**src/rtl/serial_adder.sv**
```systemverilog
// Bit-serial WIDTH-bit adder: one full-adder slice (two halfadders + OR) and a
// carry flop process the operands LSB-first, one bit per clock.

module halfadder (
  input  logic a,
  input  logic b,
  output logic sum,
  output logic carry
);
  assign sum   = a ^ b;
  assign carry = a & b;
endmodule

// Handshake: start is sampled only in IDLE; busy is high for the WIDTH ADD
// cycles; done pulses for one cycle, from which sum/cout are valid and held.
module serial_adder #(
  parameter int WIDTH = 8
) (
  input  logic             clk,
  input  logic             rst_n,
  input  logic             start,
  input  logic [WIDTH-1:0] a,
  input  logic [WIDTH-1:0] b,
  input  logic             cin,
  output logic             busy,
  output logic             done,
  output logic [WIDTH-1:0] sum,
  output logic             cout,
  output logic [1:0]       dbg_state
);
  localparam int CW = (WIDTH > 1) ? $clog2(WIDTH) : 1;

  typedef enum logic [1:0] {
    S_IDLE = 2'd0,
    S_ADD  = 2'd1,
    S_DONE = 2'd2
  } state_t;

  state_t           r_state;
  logic [WIDTH-1:0] r_a_sr;
  logic [WIDTH-1:0] r_b_sr;
  logic [WIDTH-1:0] r_res_sr;
  logic             r_carry;
  logic [CW-1:0]    r_cnt;
  logic             r_busy;
  logic             r_done;
  logic [WIDTH-1:0] r_sum;
  logic             r_cout;

  logic             w_p;
  logic             w_g;
  logic             w_s;
  logic             w_pc;
  logic             w_carry_next;
  logic [WIDTH-1:0] w_res_next;

  halfadder u_ha0 (
    .a     (r_a_sr[0]),
    .b     (r_b_sr[0]),
    .sum   (w_p),
    .carry (w_g)
  );

  halfadder u_ha1 (
    .a     (w_p),
    .b     (r_carry),
    .sum   (w_s),
    .carry (w_pc)
  );

  assign w_carry_next = w_g | w_pc;
  assign w_res_next   = {w_s, r_res_sr[WIDTH-1:1]};

  always_ff @(posedge clk or negedge rst_n) begin
    if (!rst_n) begin
      r_state  <= S_IDLE;
      r_a_sr   <= '0;
      r_b_sr   <= '0;
      r_res_sr <= '0;
      r_carry  <= 1'b0;
      r_cnt    <= '0;
      r_busy   <= 1'b0;
      r_done   <= 1'b0;
      r_sum    <= '0;
      r_cout   <= 1'b0;
    end else begin
      case (r_state)
        S_IDLE: begin
          r_done <= 1'b0;
          if (start) begin
            r_a_sr  <= a;
            r_b_sr  <= b;
            r_carry <= cin;
            r_cnt   <= '0;
            r_busy  <= 1'b1;
            r_state <= S_ADD;
          end
        end
        S_ADD: begin
          r_a_sr   <= r_a_sr >> 1;
          r_b_sr   <= r_b_sr >> 1;
          r_res_sr <= w_res_next;
          r_carry  <= w_carry_next;
          r_cnt    <= r_cnt + CW'(1);
          // The last bit lands in the result on this same edge.
          if (r_cnt == CW'(WIDTH - 1)) begin
            r_sum   <= w_res_next;
            r_cout  <= w_carry_next;
            r_busy  <= 1'b0;
            r_done  <= 1'b1;
            r_state <= S_DONE;
          end
        end
        S_DONE: begin
          r_done  <= 1'b0;
          r_busy  <= 1'b0;
          r_state <= S_IDLE;
        end
        default: begin
          r_busy  <= 1'b0;
          r_done  <= 1'b0;
          r_state <= S_IDLE;
        end
      endcase
    end
  end

  assign busy      = r_busy;
  assign done      = r_done;
  assign sum       = r_sum;
  assign cout      = r_cout;
  assign dbg_state = r_state;

endmodule
```
**config.mk**
```make
export PLATFORM = sky130hd
export DESIGN_NAME = serial_adder
export DESIGN_NICKNAME = d
export VERILOG_FILES = /design/src/rtl/serial_adder.sv
export SDC_FILE = /design/constraint.sdc
export NUM_CORES = 1
export LEC_CHECK = 0
export ABC_AREA = 1
export CAP_MARGIN = 30
export CORE_AREA = 2 2 65 73
export DETAILED_ROUTE_END_ITERATION = 8
export DIE_AREA = 0 0 67 75
export PLACE_DENSITY = 0.75
export SYNTH_ARGS = -nofsm -noshare
export SYNTH_HDL_FRONTEND = slang
export SYNTH_SLANG_ARGS = --single-unit
```
**constraint.sdc**
```tcl
create_clock -name clk -period 2.45 [get_ports clk]
set_input_delay 0.49 -clock clk [delete_from_list [all_inputs] [get_ports clk]]
set_output_delay 0.49 -clock clk [all_outputs]
set_load 0.05 [all_outputs]
```
Word-level counts from Yosys, hierarchy flattened:

Cells that the tools add are included.

* output and inout bits: 13
* register bits after elaboration: 41

* bitwise operators: 5
* add/sub/neg operators: 1
* equal/unequal tests: 4
* reductions and logical operators: 5
* muxes and demuxes: 16

Operator list (count)
* $pmux 8 s2: 2
* $mux 8: 2
* $pmux 3 s2: 1
* $reduce_and 2->1: 3
* $mux 1: 5
* $mux 2: 2
* $ne 2x2->1 const B: 2
* $pmux 1 s2: 2
* $pmux 2 s2: 1
* $add 3x1->3 const B: 1
* $eq 3x3->1 const B: 1
* $mux 3: 1
* $and 1x1->1: 2
* $eq 2x1->1 const B: 1
* $logic_not 2->1: 1
* $reduce_bool 2->1: 1
* $xor 1x1->1: 2
* $or 1x1->1: 1

Logic depth before layout (Yosys ltp):

* depth after elaboration: 4
* gate-level depth with buffers: 7

Hierarchy:

A second synthesis with hierarchy kept.

* cell total of the unflattened synthesis: 220
* area total of the unflattened synthesis: 1848.0 um2

Modules (own cells, without submodules)
* serial_adder: instances 1, seq. area each 975.9 um2, area each 1823.0 um2, cells an instance 218
* halfadder: instances 2, seq. area each 0.0 um2, area each 12.5 um2, cells an instance 1

Least setup slack after synthesis:

Ideal clock, no wire load.

* kind: reg2reg
* start: register, netlist name busy
* end: register r_sum[1], in the netlist sum[1]
* arrival time: 1.402 ns
* slack: 0.928 ns
* path buffers: 2
* clock period less this slack: 1.522 ns
* setup time: 0.120 ns
* cell stages (with the launch flop): 8
* cell sequence: dfrtp_1 -> buf_6 -> inv_2 -> nor2_4 -> nand2_4 -> buf_6 -> nand2_1 -> o21ai_2

RTL lines
* end signal, assigned: line 107 `r_sum <= w_res_next;`
* end, declared: line 47 `logic [WIDTH-1:0] r_sum;`

Worst setup path after layout:

* start: register r_state[1], in the netlist dbg_state[1]
* end: output port dbg_state[1]

RTL lines
* start, declared: line 39 `state_t r_state;`
* start signal, assigned: line 76 `r_state <= S_IDLE;`
* start signal, assigned: line 96 `r_state <= S_ADD;`
* start signal, assigned: line 111 `r_state <= S_DONE;`
* end, declared: line 29 `output logic [1:0] dbg_state`

No word-level cell between the ends.

==> metrics.csv <==
stage;metric;value;unit
power_and_ir_drop;switchingPower;0.00141;W
final_layout;area_growth;22.5;%
clock_network;cts.sinks;39;
final_layout;regArea;976;um^2
setup_path;max_stage_delay;840;ps
run;max_cap_violations;0;
final_layout;fillers;433;
clock_network;cts.path.max_buffers;2;
detailed_routing;post_drt_wl_per_cell;11.9;um
setup_path;worstReg2RegEnd;sum[0];
timing;finalSetupViolations;0;
placement;dp_hpwl;2390;um
synth;ys_seq_area_share;52.8;%
power_and_ir_drop;p_per_area;1390;nW/um^2
timing;post-route-period-util;84.6;%
floorplan;die_h;75;um
placement;portBuffers;32;
synth;avgSynthCellArea;8.37;um^2
clock_network;holdBufCountCts;0;
setup_path;startpoint_type;register;
grt;antenna_found_initial;0;
power_and_ir_drop;ir_drop;0.783;mV
grt;grt_max_degree;40;
clock_network;cts_tree;built;
clock_network;cts_resized;0;
timing;relSlewSlack;42.8;%
final_layout;fin_area;2270;um^2
floorplan;io_pins;33;
final_layout;fin_cells;307;
grt;grt.total_usage;16.8;%
grt;grt_pass1_vias;1337;
setup_path;crit_path_max_fanout;3;
final_layout;drive_above_1_share;9.49;%
clock_network;h-tree-depth;2;
grt;grt.overflow.total;0;
clock_network;cts-root-buf;clkbuf_8;
timing;fin_setup_tns;0;ps
placement;placement.cell_area;2170;um^2
final_layout;insertedDiodeCount;0;
detailed_routing;final_antenna_net_count;0;
floorplan;die_w;67;um
placement;gp_congestion;0.783;
hold_path;hold_class;in -> async;
setup_path;worst-path-buf-inv;1;
detailed_routing;first_iter_violations;144;
detailed_routing;drc;0;
run_status;status;completed;
final_layout;multi_input_area;658;um^2
synth;netlist_area;1850;um^2
timing;rsz0062_at_grt;false;
setup_path;cp-end-kind;output port;
synth;syn_inst;221;
setup_path;critPathRequiredTime;1960;ps
power_and_ir_drop;power.share.switching;44.7;%
clock_network;clkTransAtPathRegs;80;ps
synth;synth_fp_nets;244;
clock_network;postCtsSetupBuffers;0;
synth;yosysWarningCount;0;
synth;synth.distinct_cells;19;
final_layout;final_common_cell;nand2_1;
power_and_ir_drop;p_int;0.00174;W
placement;dp_cells;299;
clock_network;worst_skew_pair.late_latency;300;ps
detailed_routing;detail_route.first_pass.iterations;5;
power_and_ir_drop;comb_power_share;47.4;%
clock_network;cts-buffers-inserted;5;
setup_path;critPathKind;reg -> out;
final_layout;layout.nets;275;
timing;slew_violations;0;
setup_path;r2r-start;busy;
timing;worst_slew_pin_slew;858;ps
timing;hold_viol;0;
detailed_routing;wl;3640;um
final_layout;final_cell_mix;nand2_1, dfrtp_1, inv_1;
timing;period_needed;2070;ps
power_and_ir_drop;power_frac_seq;37.2;%
floorplan;initial_utilization;43.5;%
setup_path;reg2regPathDepth;6;
floorplan;core;4250;um^2
setup_path;r2r_slack;780;ps
power_and_ir_drop;leakage;1.19;nW
power_and_ir_drop;power;0.00315;W
timing;clock.fmax;482;MHz
setup_path;critPathSlowestCell;clkdlybuf4s50_1;
setup_path;cp_data_arrival_time;1580;ps
detailed_routing;via_per_inst;4.67;
timing;finalClockSkew;4.44;ps
detailed_routing;vias;1434;
floorplan;rows;25;
setup_path;cpLargestDelayFamily;buffers and inverters;
floorplan;dieArea;5030;um^2
power_and_ir_drop;power_frac_clock;15.4;%
synth;yosys_register_bits;39;
grt;grt_pass1_wl;6130;um
setup_path;cp_cell_sequence;clkdlybuf4s50_1;
synth_stat cells:
cell     instances  area, um^2
nand2_1         74         278
dfrtp_1         39         976
inv_1           37         139
nand3_1         30         150
o21ai_0         11        55.1
o21ai_2          5        43.8
buf_2            4        20.0
buf_6            3        33.8
nor2_1           3        11.3
buf_4            2        15.0
ha_1             2        25.0
inv_2            2        7.51
nand2_4          2        22.5
o21ai_1          2        10.0
a21oi_2          1        8.76
fa_1             1        20.0
nand2_2          1        6.26
nor2_4           1        11.3
o21ai_4          1        16.3
power by group through the flow:
stage | registers [W] | clock network [W] | logic [W]
floorplan | 0.00142 | 0 | 0.000885
global placement | 0.00117 | 0 | 0.00149
detailed placement | 0.00118 | 0 | 0.00151
CTS | 0.00117 | 0.000497 | 0.00152
global route | 0.00121 | 0.000521 | 0.00168
finish | 0.00117 | 0.000483 | 0.00149
how the worst max path moves through the flow:
stage / from / depth (start not counted) / to
after floorplan: busy / 7 / sum[1]
after global placement: dbg_state[1] / 1 / dbg_state[1]
after detailed placement: dbg_state[1] / 1 / dbg_state[1]
after CTS: dbg_state[1] / 1 / dbg_state[1]
after global routing: dbg_state[1] / 1 / dbg_state[1]
final: dbg_state[1] / 1 / dbg_state[1]
state kept, by name (all words and copies together), names as in the netlist, 3 cells and up:
name,count
r_a_sr,8
r_b_sr,8
r_cnt,3
r_res_sr,7
sum,8
metrics by stage:
step           utilization [%]  hold WS, ps  setup slack (ps)
2_1_floorplan                -          194               928
3_3_place_gp              50.9          456               734
3_5_place_dp              50.9          466               713
4_1_cts                   53.3          326               375
5_1_grt                   53.3          374               346
6_report                  53.3          300               377
cell type report:
cell class	instances	share of cell area (%)
flip-flops and latches	39	43.1
multi-input cells	134	29.0
repair buffers	33	14.0
inverters	39	6.46
clock buffers	8	4.42
well taps	54	2.98
routing by layer:
metal / vias to the layer above / GRT usage, % / wire [um]
li1: 732 / - / -
met1: 666 / 22.4 / 1760
met5: - / 0 / 0
met4: 0 / 8.16 / 68
met3: 5 / 5.23 / 205
met2: 31 / 24.9 / 1610
kinds of logic (layout without fill, tap and decap cells):
logic type | after synthesis | in the layout | synth area share (%)
DFF | 39 | 39 | 52.8
and+or+nand+nor | 111 | 111 | 25.9
adders and majority gates | 3 | 3 | 2.44
AOI/OAI and AO/OA | 20 | 20 | 7.24
buffers and inverters | 48 | 80 | 11.6
(Power assumes the default switching activity.)
